<file path="src/rtl/uart_rx_pkg.sv">
// Shared types and constants for the UART receiver frame-control logic.
package uart_rx_pkg;

    typedef enum logic [2:0] {
        IDLE,
        START,
        DATA,
        PARITY,
        STOP,
        ABORT
    } state_e;

    localparam int unsigned START_BIT     = 0;
    localparam int unsigned LAST_DATA_BIT = 8;
    localparam int unsigned PAR_BIT       = 9;

    localparam int unsigned PRESCALE_8  = 8;
    localparam int unsigned PRESCALE_16 = 16;
    localparam int unsigned PRESCALE_32 = 32;

    function automatic logic prescale_legal(input int unsigned p);
        return (p == PRESCALE_8) || (p == PRESCALE_16) || (p == PRESCALE_32);
    endfunction

endpackage

</file>
<file path="src/rtl/uart_rx_fsm.sv">
// UART receiver frame sequencer: walks start/data/parity/stop bits using the
// external edge/bit counter and reports a registered good-frame or error pulse.
module uart_rx_fsm
    import uart_rx_pkg::*;
#(
    parameter int PRESCALE_W = 6,
    parameter int EDGE_W     = 5,
    parameter int BIT_W      = 4
) (
    input  logic                  i_clk,
    input  logic                  i_reset,
    input  logic                  i_RX_IN,
    input  logic                  i_PAR_EN,
    input  logic [PRESCALE_W-1:0] i_Prescale,
    input  logic [BIT_W-1:0]      i_bit_cnt,
    input  logic [EDGE_W-1:0]     i_edge_cnt,
    input  logic                  i_strt_glitch,
    input  logic                  i_par_err,
    input  logic                  i_stp_err,
    output logic                  o_cnt_enable,
    output logic                  o_dat_samp_en,
    output logic                  o_deser_en,
    output logic                  o_strt_chk_en,
    output logic                  o_par_chk_en,
    output logic                  o_stp_chk_en,
    output logic                  o_data_valid,
    output logic                  o_frame_err
);

    state_e state_q, state_d;
    logic   par_err_q, par_err_d;
    logic   stp_err_q, stp_err_d;
    logic   data_valid_q, data_valid_d;
    logic   frame_err_q, frame_err_d;

    logic [PRESCALE_W-1:0] edge_ext;
    logic                  is_end;
    logic                  is_chk;
    logic [BIT_W-1:0]      last_bit;
    logic [BIT_W-1:0]      stop_bit;

    assign edge_ext = PRESCALE_W'(i_edge_cnt);
    assign is_end   = (edge_ext == i_Prescale - PRESCALE_W'(1));
    // One edge after the sampler's final mid-bit sample, so checker results are settled.
    assign is_chk   = (edge_ext == (i_Prescale >> 1) + PRESCALE_W'(2));
    assign last_bit = i_PAR_EN ? BIT_W'(PAR_BIT) : BIT_W'(LAST_DATA_BIT);
    assign stop_bit = last_bit + BIT_W'(1);

    always_ff @(posedge i_clk or negedge i_reset) begin
        if (!i_reset) begin
            state_q      <= IDLE;
            par_err_q    <= 1'b0;
            stp_err_q    <= 1'b0;
            data_valid_q <= 1'b0;
            frame_err_q  <= 1'b0;
        end else begin
            state_q      <= state_d;
            par_err_q    <= par_err_d;
            stp_err_q    <= stp_err_d;
            data_valid_q <= data_valid_d;
            frame_err_q  <= frame_err_d;
        end
    end

    always_comb begin
        state_d       = state_q;
        par_err_d     = par_err_q;
        stp_err_d     = stp_err_q;
        data_valid_d  = 1'b0;
        frame_err_d   = 1'b0;
        o_cnt_enable  = 1'b0;
        o_dat_samp_en = 1'b0;
        o_deser_en    = 1'b0;
        o_strt_chk_en = 1'b0;
        o_par_chk_en  = 1'b0;
        o_stp_chk_en  = 1'b0;

        unique case (state_q)
            IDLE: begin
                if (!i_RX_IN) state_d = START;
            end
            START: begin
                o_cnt_enable  = 1'b1;
                o_dat_samp_en = 1'b1;
                o_strt_chk_en = is_chk;
                if (is_chk && i_strt_glitch) begin
                    state_d = ABORT;
                end else if (is_end && i_bit_cnt == BIT_W'(START_BIT)) begin
                    state_d = DATA;
                end
            end
            DATA: begin
                o_cnt_enable  = 1'b1;
                o_dat_samp_en = 1'b1;
                o_deser_en    = is_chk;
                if (is_end && i_bit_cnt == BIT_W'(LAST_DATA_BIT)) begin
                    state_d = i_PAR_EN ? PARITY : STOP;
                end
            end
            PARITY: begin
                o_cnt_enable  = 1'b1;
                o_dat_samp_en = 1'b1;
                o_par_chk_en  = is_chk;
                if (is_chk) par_err_d = i_par_err;
                if (is_end && i_bit_cnt == BIT_W'(PAR_BIT)) state_d = STOP;
            end
            STOP: begin
                o_cnt_enable  = 1'b1;
                o_dat_samp_en = 1'b1;
                o_stp_chk_en  = is_chk;
                if (is_chk) stp_err_d = i_stp_err;
                if (is_end && i_bit_cnt == stop_bit) begin
                    state_d      = IDLE;
                    data_valid_d = !(par_err_q || stp_err_q);
                    frame_err_d  = par_err_q || stp_err_q;
                    par_err_d    = 1'b0;
                    stp_err_d    = 1'b0;
                end
            end
            ABORT: begin
                // Keep counting so the counter drains back to 0/0 at the frame boundary.
                o_cnt_enable = 1'b1;
                if (is_end && i_bit_cnt == stop_bit) state_d = IDLE;
            end
            default: state_d = IDLE;
        endcase
    end

    always_comb begin
        if (state_q != IDLE) assert (prescale_legal(32'(i_Prescale)));
    end

    assign o_data_valid = data_valid_q;
    assign o_frame_err  = frame_err_q;

endmodule

</file>
<file path="config.mk">
export PLATFORM = sky130hd
export DESIGN_NAME = uart_rx_fsm
export DESIGN_NICKNAME = d
export VERILOG_FILES = /design/src/rtl/uart_rx_pkg.sv /design/src/rtl/uart_rx_fsm.sv
export SDC_FILE = /design/constraint.sdc
export NUM_CORES = 1
export LEC_CHECK = 0
export BUFFER_PORTS_ARGS = -buffer_cell sky130_fd_sc_hd__buf_2
export CORE_UTILIZATION = 52
export CTS_CLUSTER_DIAMETER = 60
export DETAILED_ROUTE_END_ITERATION = 7
export PLACE_DENSITY = 0.83
export SLEW_MARGIN = 0
export SYNTH_ARGS = -nofsm -noshare
export SYNTH_HDL_FRONTEND = slang
export SYNTH_SLANG_ARGS = --single-unit
</file>
<file path="constraint.sdc">
create_clock -name i_clk -period 3.15 [get_ports i_clk]
set_clock_uncertainty 0.1 [all_clocks]
set_input_delay 0.4725 -clock i_clk [delete_from_list [all_inputs] [get_ports i_clk]]
set_output_delay 0.4725 -clock i_clk [all_outputs]
set_load 0.005 [all_outputs]
</file>
==> flow_metrics.py, run 1 <==
metrics = {
    "grt": {
        "grt_pass1_wl_mm": 3.498,
        "grt_max_degree": 13,
        "antenna_found_initial": 0,
        "grt-ovfl-total": 0,
        "grt_pass1_vias": 887,
        "grt_use_total": 0.2498,
    },
    "logic_synthesis": {
        "ys_top_cells_by_count": "xnor2_1 (10), nand2_1 (8), nor2_1 (8)",
        "synthFlopType": "dfrtp_1",
        "yosys_warnings": 0,
        "yosysSeqAreaShare": 0.2137,
        "yosysMostFrequentCell": "xnor2_1",
        "synthesis.area_sq_um": 819.5,
        "yosys.area.top_type": "dfrtp_1",
        "syn_nets": 129,
        "yosysUniqueCellTypes": 36,
        "ys_seq_elements": 7,
        "yosys.area.top_type_share": 0.2137,
        "async_reset_ff_frac": 1.000,
        "netlist_instances": 103,
        "synth_top_cells_by_area": "dfrtp_1 (21%), xnor2_1 (11%), ha_1 (6.1%), nor3_1 (4.3%), xor2_1 (4.3%)",
        "syn_avg_cell_area_sq_um": 7.957,
        "synth_edf_count": 0,
    },
    "floorplan": {
        "die_w_um": 41.70,
        "die_h_um": 41.70,
        "row_count": 13,
        "die_area_sq_um": 1739,
        "start_util": 0.5928,
        "io_pins": 30,
        "coreArea_sq_um": 1383,
    },
    "worst_hold_path": {
        "worst_hold_path_type": "primary input to flip-flop",
    },
    "clock_tree": {
        "cts_tree": "yes",
        "clockBufferDepth": 2,
        "cts_root_buffer": "clkbuf_4",
        "clkSinkCount": 7,
        "cts_buffers": 3,
        "htreeDepth": 1,
        "clk_pin_slew_ns": 0.05,
        "clkLatencyLatePin_ns": 0.26,
    },
    "placement": {
        "port_buffers": 29,
        "finalWeightedCongestion": 0.8869,
        "dp_hpwl_mm": 1.578,
        "placed_cells": 143,
    },
    "detailed_routing": {
        "wl_per_cell_um": 12.51,
        "met3WireLength_um": 94,
        "met1Wirelength_um": 821,
        "highest_layer": "met4",
        "route.met2.wl_um": 900,
        "wl_mm": 1.851,
        "vias": 853,
        "drtIter0Drc": 18,
        "drtAntennaViolNets": 0,
        "dr.pass1.iters": 4,
        "route.detailed.drc": 0,
        "vias_per_cell": 5.764,
    },
    "final_layout": {
        "instances_no_fill": 148,
        "nets": 160,
        "drive_gt1_frac": 0.2632,
        "fillCellCount": 117,
        "final_util": 0.7258,
        "num_antenna_cells": 0,
        "syn2layout_area_growth_pct": 22.44,
    },
    "power_and_ir_drop": {
        "power.total_mw": 0.3260,
        "clkPwrFrac": 0.250,
        "internal-power_mw": 0.2085,
        "p_sw_frac": 0.3605,
        "power_density_nw_per_um2": 324.9,
        "p_sw_mw": 0.1175,
        "p_comb_frac": 0.368,
        "pwr-share-seq": 0.382,
        "ir_drop_mv": 0.1463,
        "p_leak_nw": 0.4573,
    },
    "sta": {
        "final_hold_viol_count": 0,
        "period_minus_slack_ns": 2.922,
        "drv_slew": 0,
        "whs_ns": 0.3542,
        "finalSetupViolCount": 0,
        "tightest_slew_ns": 0.5518,
        "finalCritPeriodShare": 0.9276,
        "rsz0062_at_grt": "false",
        "max_freq_mhz": 342.2,
        "tns_ns": 0,
        "slew_headroom": 0.6283,
    },
    "worst_setup_path": {
        "cp-end-kind": "output port",
        "cp-start-kind": "primary input",
        "crit_type": "primary input to output port",
        "critPathMaxFanout": 6,
        "arrival_ns": 2.35,
        "worstPathRequired_ns": 2.58,
    },
    "run": {
        "drv_cap": 0,
    },
    "run_status": {
        "outcome": "finished, final reports clean",
    },
}
## logic make-up after synthesis
logic type / share of synthesized area
mux: 0.02443
compound gates: 0.1771
buf+inv: 0.04274
simple gates: 0.3023
xor+xnor: 0.1786
flops: 0.2137
fa+ha+maj: 0.06107
## metal layers
layer / vias up / global-route usage
met3: 5 / 0.03043
met5: - / 0
met2: 33 / 0.4469
met1: 381 / 0.2941
li1: 434 / -
met4: 0 / 0.1097
## flip-flops by register name (all words and copies together) (netlist names)
signal / cells
o_data_valid: 1
o_frame_err: 1
par_err_q: 1
state_q: 3
stp_err_q: 1
## worst max-delay path, stage by stage
cell and delay, ns:
buf_2 0.16, inv_1 0.08, ha_1 0.31, xor2_1 0.17, nor4_1 0.34, o21ai_0 0.30
nor3_1 0.34, buf_2 0.17
## cell usage in the layout, fill, tap and decap left out, types with 2 or more instances in the layout
| cell | synthesis | layout |
|---|---|---|
| dfrtp_1 | 7 | 7 |
| nand3_1 | 3 | 3 |
| clkbuf_4 | 0 | 3 |
| nor2_1 | 8 | 8 |
| a21oi_1 | 5 | 5 |
| a21o_1 | 2 | 2 |
| o21ai_0 | 5 | 5 |
| xnor2_1 | 10 | 10 |
| nor3_1 | 7 | 7 |
| xor2_1 | 4 | 4 |
| nor4_1 | 2 | 2 |
| o211ai_1 | 3 | 3 |
| nand2b_1 | 2 | 2 |
| inv_1 | 5 | 5 |
| mux2i_1 | 2 | 2 |
| ha_1 | 4 | 4 |
| buf_2 | 1 | 29 |
| nor2b_1 | 4 | 4 |
| nand3b_1 | 2 | 2 |
| nand2_1 | 8 | 8 |
## power by group through the flow
stage | logic [mW] | clock network (mW) | registers, mW
after floorplan | 0.0930 | 0 | 0.110
after global placement | 0.114 | 0 | 0.125
after detailed placement | 0.118 | 0 | 0.124
after CTS | 0.120 | 0.0834 | 0.124
after global routing | 0.135 | 0.0878 | 0.126
final | 0.120 | 0.0816 | 0.124
## final cells by class
type                            count  area (sq um)  share of cell area
Multi-Input combinational cell     87         609.3              0.6072
Sequential cell                     7         175.2              0.1746
Timing Repair Buffer               30         155.1              0.1546
Clock buffer                        4         26.28             0.02618
Inverter                            5         18.77             0.01870
Tap cell                           15         18.77             0.01870
## per-stage QoR
stage / worst slack [ns] / instance area [sq um]
after floorplan: 0.6738 / 819.5
after global placement: 0.3512 / 967.2
after detailed placement: 0.2411 / 967.2
after CTS: 0.2332 / 1003
after global routing: 0.01943 / 1003
final: 0.2281 / 1003
## repair_timing
action,CTS,global route
setup buffers,0,0
endpoints found under the hold margin,7,0
gates resized for setup,0,0
hold buffers,1,0
## final timing paths
check                      cells past startpoint  slack [ns]                      to              startpoint
setup / recovery                               8        0.23            o_par_chk_en           i_Prescale[2]
hold reg to reg                                1        0.38  o_data_valid$_DFF_PN0_   par_err_q$_DFFE_PN0P_
setup reg to reg                               5        1.41  state_q[0]$_DFFE_PN0P_  state_q[0]$_DFFE_PN0P_
hold / removal                                 3        0.35   par_err_q$_DFFE_PN0P_               i_par_err
max in group asynchronous                      2        2.30   o_frame_err$_DFF_PN0_                 i_reset
min in group asynchronous                      2        0.49   par_err_q$_DFFE_PN0P_                 i_reset
No activity file was read; power rests on OpenSTA's default activity.
==> run 2, diff against run 1 <==
ABC_CLOCK_PERIOD_IN_PS = 3150   (was not set)
BUFFER_PORTS_ARGS = -buffer_cell sky130_fd_sc_hd__clkbuf_2   (was -buffer_cell sky130_fd_sc_hd__buf_2)
==> run 2 against run 1 <==
Effect of this change: non-clock buffer count unchanged; worst hold slack got worse by 0.020 ns; via count shrank 0.70%; utilization unchanged; final cell count is the same; highest routed layer unchanged; register-to-register slack about the same; sequential cell count unchanged; die area is the same; global-route usage shrank 0.72 points; power rose by 0.13%.
==> flow_metrics.py, run 2 (same netlist as run 1, synthesis figures left out) <==
metrics = {
    "worst_setup_path": {
        "cp_cell_sequence": "clkbuf_2 -> inv_1 -> ha_1 -> xor2_1 -> nor4_1 -> o21ai_0 -> nor3_1 -> clkbuf_2",
        "crit_type": "primary input to output port",
        "critPathMostFrequentCell": "clkbuf_2",
        "r2r_setup_slack_ns": 1.42,
        "worstPathRequired_ns": 2.58,
        "worst-path-buf-inv": 3,
        "slowest_delay_ns": 0.36,
        "cp_top_family": "simple AND/OR/NAND/NOR gates",
        "cp-start-kind": "primary input",
        "cp-end-kind": "output port",
        "arrival_ns": 2.38,
        "cp_slowest_cell": "nor3_1",
        "critPathMaxFanout": 6,
    },
    "sta": {
        "max_freq_mhz": 339.1,
        "finalCritPeriodShare": 0.9363,
        "whs_ns": 0.3347,
        "rsz0062_at_grt": "false",
        "final_hold_viol_count": 0,
        "finalSetupViolCount": 0,
        "slew_headroom": 0.6469,
        "period_minus_slack_ns": 2.949,
        "tns_ns": 0,
        "drv_slew": 0,
        "tightest_slew_ns": 0.5242,
    },
    "final_layout": {
        "final_util": 0.7258,
        "final_common_cell": "clkbuf_2",
        "nets": 160,
        "top_register": "state_q",
        "drive_gt1_frac": 0.2632,
        "syn2layout_area_growth_pct": 22.44,
        "largest_reg_flops": 3,
        "final_cell_mix": "clkbuf_2 (29), xnor2_1 (10), nor2_1 (8), nand2_1 (8)",
        "num_antenna_cells": 0,
    },
    "detailed_routing": {
        "vias": 847,
        "met1Wirelength_um": 827,
        "highest_layer": "met4",
        "drtAntennaViolNets": 0,
        "met3WireLength_um": 106,
        "wl_mm": 1.800,
        "wl_per_cell_um": 12.16,
        "route.met2.wl_um": 816,
        "dr.pass1.iters": 5,
        "route.detailed.drc": 0,
        "drtIter0Drc": 22,
        "vias_per_cell": 5.723,
    },
    "placement": {
        "dp_hpwl_mm": 1.522,
        "finalWeightedCongestion": 0.8837,
        "port_buffers": 29,
    },
    "power_and_ir_drop": {
        "power_density_nw_per_um2": 325.3,
        "ir_drop_mv": 0.1311,
        "p_leak_nw": 0.4591,
    },
    "run_status": {
        "outcome": "finished, final reports clean",
    },
    "clock_tree": {
        "cts_root_buffer": "clkbuf_4",
        "ctsResizeCount": 0,
        "htreeDepth": 1,
        "cts_buffers": 3,
        "clk_pin_slew_ns": 0.05,
        "clkLatencyLatePin_ns": 0.26,
        "clkSinkCount": 7,
        "clockBufferDepth": 2,
        "cts_tree": "yes",
    },
    "floorplan": {
        "die_h_um": 41.70,
        "start_util": 0.5928,
        "io_pins": 30,
        "die_w_um": 41.70,
        "row_count": 13,
        "die_area_sq_um": 1739,
        "coreArea_sq_um": 1383,
    },
    "grt": {
        "grt_pass1_wl_mm": 3.277,
        "grt_use_total": 0.2426,
        "grt_max_degree": 13,
        "grt_pass1_vias": 793,
        "grt-ovfl-total": 0,
        "antenna_found_initial": 0,
    },
    "worst_hold_path": {
        "worst_hold_path_type": "primary input to flip-flop",
    },
    "run": {
        "drv_cap": 0,
    },
}
## run 2: changes by cell type in the layout (fill, tap and decap cells not counted)
cell and delta:
buf_2 -29, clkbuf_2 +29
## run 2: final timing paths
check / startpoint / end / depth (start not counted)
setup / recovery: i_Prescale[2] / o_par_chk_en / 8
hold / removal: i_par_err / par_err_q$_DFFE_PN0P_ / 3
setup reg to reg: state_q[0]$_DFFE_PN0P_ / state_q[0]$_DFFE_PN0P_ / 6
hold reg to reg: par_err_q$_DFFE_PN0P_ / o_data_valid$_DFF_PN0_ / 1
max in group asynchronous: i_reset / state_q[1]$_DFFE_PN0P_ / 2
min in group asynchronous: i_reset / o_data_valid$_DFF_PN0_ / 2
## run 2: metal layers
layer,vias to the layer above,global-route usage
li1,438,-
met1,369,0.3021
met2,34,0.3938
met3,6,0.02609
met4,0,0.1548
met5,-,0
## run 2: cell type report
class / instances / area, sq um
Tap cell: 15 / 18.77
Inverter: 5 / 18.77
Sequential cell: 7 / 175.2
Timing Repair Buffer: 30 / 155.1
Multi-Input combinational cell: 87 / 609.3
Clock buffer: 4 / 26.28
Fill cell: 119 / 379.1
## run 2: through the flow
step	setup slack (ns)	total power, mW	instances	area [sq um]
after floorplan	0.6738	0.2029	103	819.5
after global placement	0.3275	0.2397	143	967.2
after global routing	0.1194	0.3528	148	1003
after CTS	0.2140	0.3291	148	1003
final	0.2007	0.3264	148	1003
after detailed placement	0.2090	0.2439	143	967.2
## run 2: worst register-to-register path: cells and delay by family (launching register included)
family,cells,cell delay (ns)
flops,1,0.47
mux,1,0.23
compound gates,2,0.21
buf+inv,1,0.15
simple gates,2,0.49
## run 2: what timing repair did
| item | CTS | global route |
|---|---|---|
| buffers inserted | 0 | 0 |
| hold endpoints to repair | 7 | 0 |
| hold buffers | 1 | 0 |
## run 2: where the power goes
group / internal [mW] / switching, mW / leakage, nW / total, mW
combinational: 0.0561 / 0.0629 / 0.354 / 0.119
sequential: 0.104 / 0.0202 / 0.0902 / 0.124
clock: 0.0485 / 0.0350 / 0.0150 / 0.0834
total: 0.208 / 0.118 / 0.459 / 0.326
==> run 3, diff against run 2 <==
ABC_AREA = 1   (was not set)
CORE_UTILIZATION = 54   (was 52)
PLACE_DENSITY = 0.85   (was 0.83)
==> run 3 against run 2 <==
Effect of this change: worst setup slack better by 0.47 ns; sequential cell count did not move; final cell count increased by 41%; register-to-register slack better by 0.27 ns; clock-buffer cell count unchanged; synthesized cell count rose by 53%; critical endpoint is now o_strt_chk_en; largest cell class unchanged; largest power group is now combinational logic; highest routed layer unchanged.
==> flow_metrics.py, run 3 <==
metrics = {
    "run_status": {
        "outcome": "finished, final reports clean",
    },
    "sta": {
        "slew_headroom": 0.8188,
        "tns_ns": 0,
        "rsz0062_at_grt": "false",
        "drv_slew": 0,
        "final_hold_viol_count": 0,
        "period_minus_slack_ns": 2.482,
        "finalSetupViolCount": 0,
        "whs_ns": 0.3512,
        "finalCritPeriodShare": 0.7879,
        "tightest_slew_ns": 0.2709,
        "max_freq_mhz": 402.9,
    },
    "power_and_ir_drop": {
        "p_sw_mw": 0.2611,
        "power_density_nw_per_um2": 491.5,
        "p_leak_nw": 0.6720,
        "p_sw_frac": 0.4776,
        "p_comb_frac": 0.581,
        "internal-power_mw": 0.2856,
        "pwr-share-seq": 0.265,
        "ir_drop_mv": 0.3641,
        "clkPwrFrac": 0.154,
    },
    "final_layout": {
        "syn2layout_area_growth_pct": 22.12,
        "finish.instance_area_sq_um": 1112,
        "multi_input_area_sq_um": 630.6,
        "nets": 219,
        "regArea_sq_um": 175.2,
        "drive_gt1_frac": 0.2396,
        "final_cell_mix": "nand2_1 (48), clkbuf_2 (29), inv_1 (26)",
        "largest_reg_flops": 3,
        "top_register": "state_q",
        "fillCellCount": 132,
        "num_antenna_cells": 0,
        "final_common_cell": "nand2_1",
    },
    "floorplan": {
        "die_area_sq_um": 1855,
        "io_pins": 30,
        "die_h_um": 43.07,
        "coreArea_sq_um": 1541,
        "row_count": 14,
        "start_util": 0.5909,
        "die_w_um": 43.07,
    },
    "logic_synthesis": {
        "muxShareOfSynthArea": 0,
        "syn_nets": 184,
        "synthSimpleGateAreaFrac": 0.5783,
        "yosys_warnings": 0,
        "synth_top_cells_by_area": "nand2_1 (20%), dfrtp_1 (19%), nand3_1 (12%), inv_1 (11%), nor2_1 (7.8%)",
        "ys_top_cells_by_count": "nand2_1 (48), inv_1 (26), nand3_1 (22)",
        "async_reset_ff_frac": 1.000,
        "synthFlopType": "dfrtp_1",
        "ys_seq_elements": 7,
        "netlist_instances": 158,
        "yosys.area.top_type": "nand2_1",
        "yosysMostFrequentCell": "nand2_1",
        "syn_avg_cell_area_sq_um": 5.765,
        "yosys.area.top_type_share": 0.1978,
        "synth_edf_count": 0,
        "synth_top_family_by_area": "simple AND/OR/NAND/NOR gates",
        "synth_xor_area_frac": 0.04808,
        "synth-compound-area-share": 0.01099,
        "yosysUniqueCellTypes": 18,
        "yosysSeqAreaShare": 0.1923,
        "synthesis.area_sq_um": 910.9,
        "synthAdderAreaFrac": 0.05495,
    },
    "worst_hold_path": {
        "min_path_cells": 3,
        "worst_hold_path_type": "primary input to flip-flop",
        "min-delay-start": "i_par_err",
        "worstHoldEndpoint": "par_err_q$_DFFE_PN0P_",
    },
    "detailed_routing": {
        "wl_per_cell_um": 10.08,
        "vias": 1070,
        "drtIter0Drc": 51,
        "drtAntennaViolNets": 0,
        "dr.pass1.iters": 5,
        "vias_per_cell": 5.144,
        "route.detailed.drc": 0,
        "wl_mm": 2.097,
    },
    "worst_setup_path": {
        "reg2reg_depth": 9,
        "cp_cell_sequence": "clkbuf_2 -> inv_2 -> ha_1 -> xnor2_1 -> nand3_1 -> nor2_2 -> nand2_1 -> nor4_1 -> clkbuf_2",
        "slowest_delay_ns": 0.30,
        "cp_slowest_cell": "ha_1",
        "rr_endpoint": "state_q[1]$_DFFE_PN0P_",
        "crit_type": "primary input to output port",
        "arrival_ns": 1.91,
        "cp-end-kind": "output port",
        "r2r_start": "state_q[1]$_DFFE_PN0P_",
        "r2r_setup_slack_ns": 1.69,
        "critPathMostFrequentCell": "clkbuf_2",
        "worstPathRequired_ns": 2.58,
        "cp-start-kind": "primary input",
        "critPathMaxFanout": 7,
    },
    "placement": {
        "finalWeightedCongestion": 0.8721,
        "dp_hpwl_mm": 1.735,
        "port_buffers": 29,
        "place_area_sq_um": 1076,
    },
    "grt": {
        "grt_use_met3": 0.01277,
        "grt_pass1_vias": 1014,
        "grt_max_degree": 8,
        "grt-ovfl-total": 0,
        "grt.busiest_layer": "met2",
        "use_met2": 0.4636,
        "grt_pass1_wl_mm": 3.815,
        "antenna_found_initial": 0,
        "met1_usage": 0.3368,
        "grt_use_total": 0.2598,
    },
    "clock_tree": {
        "hold_buffers": 1,
        "cts_buffers": 3,
        "clkLatencyLatePin_ns": 0.26,
        "cts_setup_buffers": 0,
        "ctsResizeCount": 0,
        "cts_tree": "yes",
        "clockBufferDepth": 2,
        "htreeDepth": 1,
        "clkSinkCount": 7,
        "cts_root_buffer": "clkbuf_4",
        "clk_pin_slew_ns": 0.05,
    },
    "run": {
        "drv_cap": 0,
    },
}
## run 3: cell count changes in the layout (fill, tap and decap cells not counted), moves of 5 or more
cell	delta
inv_1	+21
xnor2_1	-6
nor2_1	+11
nand2_1	+40
nand2_2	+5
nand3_1	+19
a21oi_1	-5
## run 3: power by group through the flow
stage	clock network, mW	registers, mW	logic (mW)
3_5_place_dp	0	0.144	0.312
5_1_grt	0.0884	0.148	0.363
2_1_floorplan	0	0.139	0.231
6_report	0.0844	0.145	0.317
4_1_cts	0.0853	0.144	0.315
3_3_place_gp	0	0.144	0.301
## run 3: through the flow
stage | setup WS (ns) | total power [mW] | utilization | cells
floorplan | 1.089 | 0.3701 | - | 158
global placement | 0.7334 | 0.4454 | 0.6981 | 203
detailed placement | 0.6989 | 0.4561 | 0.6981 | 203
CTS | 0.6767 | 0.5448 | 0.7216 | 208
global route | 0.5059 | 0.5993 | 0.7216 | 208
finish | 0.6681 | 0.5467 | 0.7216 | 208
## run 3: cell families (layout without fill, tap and decap cells)
kind of cell / count (synthesis) / in the layout
simple gates: 112 / 112
buf+inv: 28 / 62
flops: 7 / 7
xor+xnor: 5 / 5
fa+ha+maj: 4 / 4
compound gates: 2 / 2
## run 3: critical path: cells and delay by family
family | cells | cell delay, ns
xor+xnor | 1 | 0.15
buf+inv | 3 | 0.41
simple gates | 4 | 0.57
fa+ha+maj | 1 | 0.30
## run 3: layout make-up
class / count / share of cell area
inverter: 28 / 0.09449
sequential: 7 / 0.1575
tap: 16 / 0.01800
timing repair buffer: 30 / 0.1395
clock buffer: 4 / 0.02362
multi-input combinational: 123 / 0.5669
## run 3: how the worst max path moves through the flow
stage | startpoint | end | slack, ns
after floorplan | i_Prescale[3] | o_strt_chk_en | 1.09
after global placement | i_Prescale[2] | o_strt_chk_en | 0.73
after detailed placement | i_Prescale[2] | o_strt_chk_en | 0.70
after CTS | i_Prescale[2] | o_strt_chk_en | 0.68
after global routing | i_Prescale[2] | o_strt_chk_en | 0.51
final | i_Prescale[2] | o_strt_chk_en | 0.67
## run 3: routing by layer
layer  part of all wire  wire, um
met1               0.46       975
met2               0.47       987
met3              0.056       117
met4             0.0076        16
met5                  0         0
